### config.mk
export PLATFORM = sky130hd
export DESIGN_NAME = i2c_tx_engine
export DESIGN_NICKNAME = d
export VERILOG_FILES = /design/src/rtl/i2c_tx_engine.sv
export SDC_FILE = /design/constraint.sdc
export NUM_CORES = 1
export LEC_CHECK = 0
export ABC_CLOCK_PERIOD_IN_PS = 1900
export CORE_ASPECT_RATIO = 1.1
export CORE_MARGIN = 1.5
export CORE_UTILIZATION = 52
export CTS_BUF_LIST = sky130_fd_sc_hd__clkbuf_8 sky130_fd_sc_hd__clkbuf_16
export DETAILED_ROUTE_END_ITERATION = 12
export PLACE_DENSITY_LB_ADDON = 0.08
export SLEW_MARGIN = 20
export SYNTH_ARGS = -nofsm -noshare
export SYNTH_HDL_FRONTEND = slang
export SYNTH_SLANG_ARGS = --single-unit
### constraint.sdc
create_clock -name clk -period 1.9 [get_ports clk]
set_clock_uncertainty 0.15 [all_clocks]
set_input_delay 0.38 -clock clk [delete_from_list [all_inputs] [get_ports clk]]
set_output_delay 0.38 -clock clk [all_outputs]
set_load 0.05 [all_outputs]
### src/rtl/i2c_tx_engine.sv
// Slave-side I2C transmit engine: serialises a byte MSB-first on SCL falling
// edges, releases SDA for the master ACK/NACK and samples it, and drives the
// slave ACK bit when the receive path asks for one.
module i2c_tx_engine #(
  parameter int DATA_WIDTH = 8
) (
  input  logic                  clk,
  input  logic                  n_rst,
  input  logic                  scl_rise,
  input  logic                  scl_fall,
  input  logic                  start_found,
  input  logic                  stop_found,
  input  logic                  sda_in,
  input  logic                  tx_valid,
  input  logic [DATA_WIDTH-1:0] tx_data,
  output logic                  tx_ready,
  input  logic                  send_ack,
  output logic [1:0]            sda_mode,
  output logic                  tx_out,
  output logic                  ack_valid,
  output logic                  ack_nack,
  output logic                  busy
);

  localparam int CW = $clog2(DATA_WIDTH + 1);
  localparam logic [CW-1:0] LAST_BIT = CW'(DATA_WIDTH);

  localparam logic [1:0] MODE_IDLE  = 2'b00;
  localparam logic [1:0] MODE_LOW   = 2'b01;
  localparam logic [1:0] MODE_MACK  = 2'b10;
  localparam logic [1:0] MODE_DATA  = 2'b11;

  typedef enum logic [2:0] {
    IDLE      = 3'd0,
    ACK_ARM   = 3'd1,
    ACK_DRIVE = 3'd2,
    LOADED    = 3'd3,
    SHIFT     = 3'd4,
    MACK_WAIT = 3'd5,
    MACK_DONE = 3'd6
  } state_t;

  state_t                state, state_nxt;
  logic [DATA_WIDTH-1:0] shreg, shreg_nxt;
  logic [CW-1:0]         count, count_nxt;
  logic [1:0]            sda_mode_nxt;
  logic                  tx_out_nxt;
  logic                  ack_valid_nxt;
  logic                  ack_nack_nxt;
  logic                  busy_nxt;

  logic rise;
  logic fall;
  logic abort;

  // Coincident edge pulses are ambiguous and ignored; START/STOP abort.
  assign rise  = scl_rise & ~scl_fall;
  assign fall  = scl_fall & ~scl_rise;
  assign abort = start_found | stop_found;

  // Handshake is offered only in IDLE; a slave ACK request wins, and an abort
  // in the same cycle would discard the byte, so it is not offered then either.
  assign tx_ready = (state == IDLE) & ~send_ack & ~abort;

  // State register and all registered outputs.
  always_ff @(posedge clk or negedge n_rst) begin
    if (!n_rst) begin
      state     <= IDLE;
      shreg     <= '1;
      count     <= '0;
      sda_mode  <= MODE_IDLE;
      tx_out    <= 1'b1;
      ack_valid <= 1'b0;
      ack_nack  <= 1'b0;
      busy      <= 1'b0;
    end else begin
      state     <= state_nxt;
      shreg     <= shreg_nxt;
      count     <= count_nxt;
      sda_mode  <= sda_mode_nxt;
      tx_out    <= tx_out_nxt;
      ack_valid <= ack_valid_nxt;
      ack_nack  <= ack_nack_nxt;
      busy      <= busy_nxt;
    end
  end

  // Next-state and next-output logic; abort overrides every other event.
  always_comb begin
    state_nxt     = state;
    shreg_nxt     = shreg;
    count_nxt     = count;
    sda_mode_nxt  = sda_mode;
    tx_out_nxt    = tx_out;
    ack_valid_nxt = 1'b0;
    ack_nack_nxt  = ack_nack;

    if (abort) begin
      state_nxt    = IDLE;
      shreg_nxt    = '1;
      count_nxt    = '0;
      sda_mode_nxt = MODE_IDLE;
      tx_out_nxt   = 1'b1;
    end else begin
      case (state)
        IDLE: begin
          if (send_ack) begin
            state_nxt = ACK_ARM;
          end else if (tx_valid) begin
            shreg_nxt = tx_data;
            state_nxt = LOADED;
          end else begin
            state_nxt = IDLE;
          end
        end
        ACK_ARM: begin
          if (fall) begin
            sda_mode_nxt = MODE_LOW;
            state_nxt    = ACK_DRIVE;
          end else begin
            state_nxt = ACK_ARM;
          end
        end
        ACK_DRIVE: begin
          if (fall) begin
            sda_mode_nxt = MODE_IDLE;
            state_nxt    = IDLE;
          end else begin
            state_nxt = ACK_DRIVE;
          end
        end
        LOADED: begin
          if (fall) begin
            sda_mode_nxt = MODE_DATA;
            tx_out_nxt   = shreg[DATA_WIDTH-1];
            count_nxt    = CW'(1);
            state_nxt    = SHIFT;
          end else begin
            state_nxt = LOADED;
          end
        end
        SHIFT: begin
          if (fall) begin
            if (count < LAST_BIT) begin
              // Fill with 1 so a stale shift register never pulls SDA low.
              shreg_nxt  = {shreg[DATA_WIDTH-2:0], 1'b1};
              tx_out_nxt = shreg[DATA_WIDTH-2];
              count_nxt  = count + CW'(1);
            end else begin
              sda_mode_nxt = MODE_MACK;
              state_nxt    = MACK_WAIT;
            end
          end else begin
            state_nxt = SHIFT;
          end
        end
        MACK_WAIT: begin
          if (rise) begin
            ack_nack_nxt  = sda_in;
            ack_valid_nxt = 1'b1;
            state_nxt     = MACK_DONE;
          end else begin
            state_nxt = MACK_WAIT;
          end
        end
        MACK_DONE: begin
          if (fall) begin
            sda_mode_nxt = MODE_IDLE;
            count_nxt    = '0;
            state_nxt    = IDLE;
          end else begin
            state_nxt = MACK_DONE;
          end
        end
        default: begin
          state_nxt    = IDLE;
          shreg_nxt    = '1;
          count_nxt    = '0;
          sda_mode_nxt = MODE_IDLE;
          tx_out_nxt   = 1'b1;
        end
      endcase
    end

    busy_nxt = (state_nxt != IDLE);
  end

endmodule

==> metrics.md <==
| Metric | Value |
|---|---|
| Rows | 19 |
| Most common cell in the netlist | nor2_1 |
| Syn nets | 157 |
| Post-synth top cells | 13 x nor2_1, 12 x a21oi_1, 12 x dfrtp_1, 9 x dfstp_2, 9 x nor2b_1 |
| Seq cells post-synth | 21 |
| Final ANT Viol Nets | 0 |
| Final setup margin | between 0.05 and 0.06 ns |
| Grt met2 use | 42.9% |
| Root Driver | clkbuf_8 |
| Core area | 2450 sq um |
| Die ar. | 2870 sq um |
| Synth warn | 0 |
| Initial Utilization | between 50% and 60% |
| Routed via count | 1279 |
| Total track usage | 24.9% |
| Sink Count | 21 |
| Largest net degree at the start of global routing | 22 |
| WL final | 3320 um |
| Setup TNS | 0 ns |
| First-pass GRT wire length | around 5300 um |
| Clock buffer depth | 2 |
| CP peak stage delay | about 0.43 ns |
| Fin cells | around 220 |
| Pins Over Slew Limit | 0 |
| Hold Slack | slightly above 0.3 ns |
| Residual DRC | 0 |
| Initial DRC Count | 22 |
| # setup viols final | 0 |
| Ys flop type | dfrtp_1 |
| Synth top area cells | dfrtp_1 23%, dfstp_2 18%, a2111oi_1 4.5%, a21oi_1 4.5%, nor2b_1 4.2% |
| Hold Path Class | input pin to async pin |
| Final hold viol count | 0 |
| Met1 Use GR | 30.2% |
| GP Congestion | 0.877 |
| Number of enable flip-flop cells after synthesis | 0 |
| Die X | 51.2 um |
| Clk_lat worst skew | 0.27 ns |
| Crit-path cells | clkdlybuf4s50_1 > buf_4 > nor3_4 > buf_12 |
| Most Used Layer, Global Route | met2 |
| FILL cells | between 150 and 200 |
| Mapped cell area | around 1300 sq um |
| CTS H-tree depth | 1 |
| R2R cell count | 4 |
| Hpwl dp | 2400 um |
| Register area share after synthesis | approximately two fifths |
| Status | completed |
| Post-Syn Area per Cell | roughly 9.6 sq um |
| Met3 usage | 2.69% |
| Post-synth top area cell | dfrtp_1 |
| CTS tree | done |
| Max FO, Critical Path | 3 |
| Max Freq | 0.541 GHz |
| Worst Tran Pin Value | 0.450 ns |
| Maxcap violations | 0 |
| Fin nets | 204 |
| Fraction of final layout cells sized beyond drive strength 1 | 34.1% |
| Crit path kind | input pin to output pin |
| PwrDens | 525 nW/um^2 |
| Initial antenna violation count | 0 |
| Worst-path clk slew | 0.08 ns |
| Vias in the first global route | 1236 |
| Worst slew margin | 70.0% |
| IO Port Bufs | 23 |
| Vias per inst | 5.92 |
| Setup WS pre-CTS | -0.275 ns |
| Critical path required time | 1.37 ns |
| Fin crit share | 97.3% |
| Post-Synthesis Cells | 139 |
| Static Leak | 0.775 nW |
| Area grow syn2layout | 37.6% |
| Drt wl/cell | 15.4 um |
| # diodes | 0 |
| Dpl cells | 206 |
| Final Critical Period | 1.85 ns |
| Pre-antenna DRT Iters | 4 |
| Critical-path top delay cell | clkdlybuf4s50_1 |
| Worst setup EP type | output pin |
| CTS buffer count | 3 |
| Gr ovfl total | 0 |
| Critical path arrival | 1.32 ns |
| Post-synth ARST share | 100% |
| Num ports | 24 |
| Worst vdd ir | 0.000457 V |
| Die Y | 56.0 um |
| Startpoint types | input pin |
| Share of the synthesized area in the top cell type | a little under a quarter |
| Post-synth cell types | 54 |
[cell type report]
class                   count  area (sq um)  area share (%)
inverters                   5          18.8            1.03
flip-flops and latches     21           539            29.5
repair buffers             50           440            24.1
multi-input cells         105           743            40.7
well taps                  31          38.8            2.12
clock buffers               3          41.3            2.26
clock inverters             1          5.00           0.274
[state kept, by name, summed over array words and instances (netlist names)]
name       cells
shreg          8
count          4
state          3
sda_mode       2
ack_nack       1
ack_valid      1
busy           1
tx_out         1
[path summary, 6_finish.rpt]
check / startpoint / endpoint / slack, ns
setup / recovery: send_ack / tx_ready / 0.05
hold / removal: n_rst / sda_mode[1] / 0.31
setup reg to reg: state[2] / shreg[3] / 0.12
hold reg to reg: ack_nack / ack_nack / 0.35
max in group asynchronous: n_rst / shreg[2] / 1.01
min in group clk: ack_nack / ack_nack / 0.35
[where the power goes]
| part | switching, mW | internal [mW] | total, mW |
|---|---|---|---|
| Clock | 0.152 | 0.146 | 0.298 |
| Combinational | 0.0981 | 0.0962 | 0.194 |
| Sequential | 0.00841 | 0.459 | 0.467 |
[stage by stage]
step | power (mW) | instance area [sq um] | util [%]
3_3_place_gp | 0.648 | 1720 | 70.2
3_5_place_dp | 0.654 | 1720 | 70.2
6_report | 0.959 | 1830 | 74.6
5_1_grt | 1.00 | 1830 | 74.6
4_1_cts | 0.957 | 1770 | 72.3
2_1_floorplan | 0.561 | 1340 | -
[kinds of logic after synthesis]
logic type | synth area share, %
and+or+nand+nor | 26.8
muxes | 1.60
AOI/OAI and AO/OA | 24.7
adders and majority gates | 0.942
DFF | 40.4
buffers and inverters | 5.56
[repair_timing]
item                       in CTS  in global routing
cloned                          0                  0
gates resized for setup         5                  3
hold buffers                    0                  0
pin swaps                       1                  0
buffers inserted                0                  6
setup endpoints to repair       1                  6
[critical path, delay by kind of cell]
| kind | cells | cell delay [ns] |
|---|---|---|
| buffers and inverters | 3 | 0.75 |
| AND/OR/NAND/NOR | 1 | 0.19 |
[layer usage]
layer  up-vias  share of wire (%)
li1        615                  -
met1       611                 40
met2        44                 53
met3         9                4.0
met4         0                2.6
met5         -                  0
[layout by cell type (no fill, tap or decap), types with 3 or more instances in the layout]
master	count
a2111oi_2	3
nand2_1	5
a2111oi_1	4
nor2b_1	9
o22ai_1	3
nor2_1	13
dfrtp_1	10
a31oi_1	3
nand3_1	3
and4bb_1	3
a21oi_1	12
inv_1	4
clkbuf_8	3
clkdlybuf4s50_1	13
buf_4	32
dfstp_2	9
nor3_1	3
No activity file was read; power rests on OpenSTA's default activity.
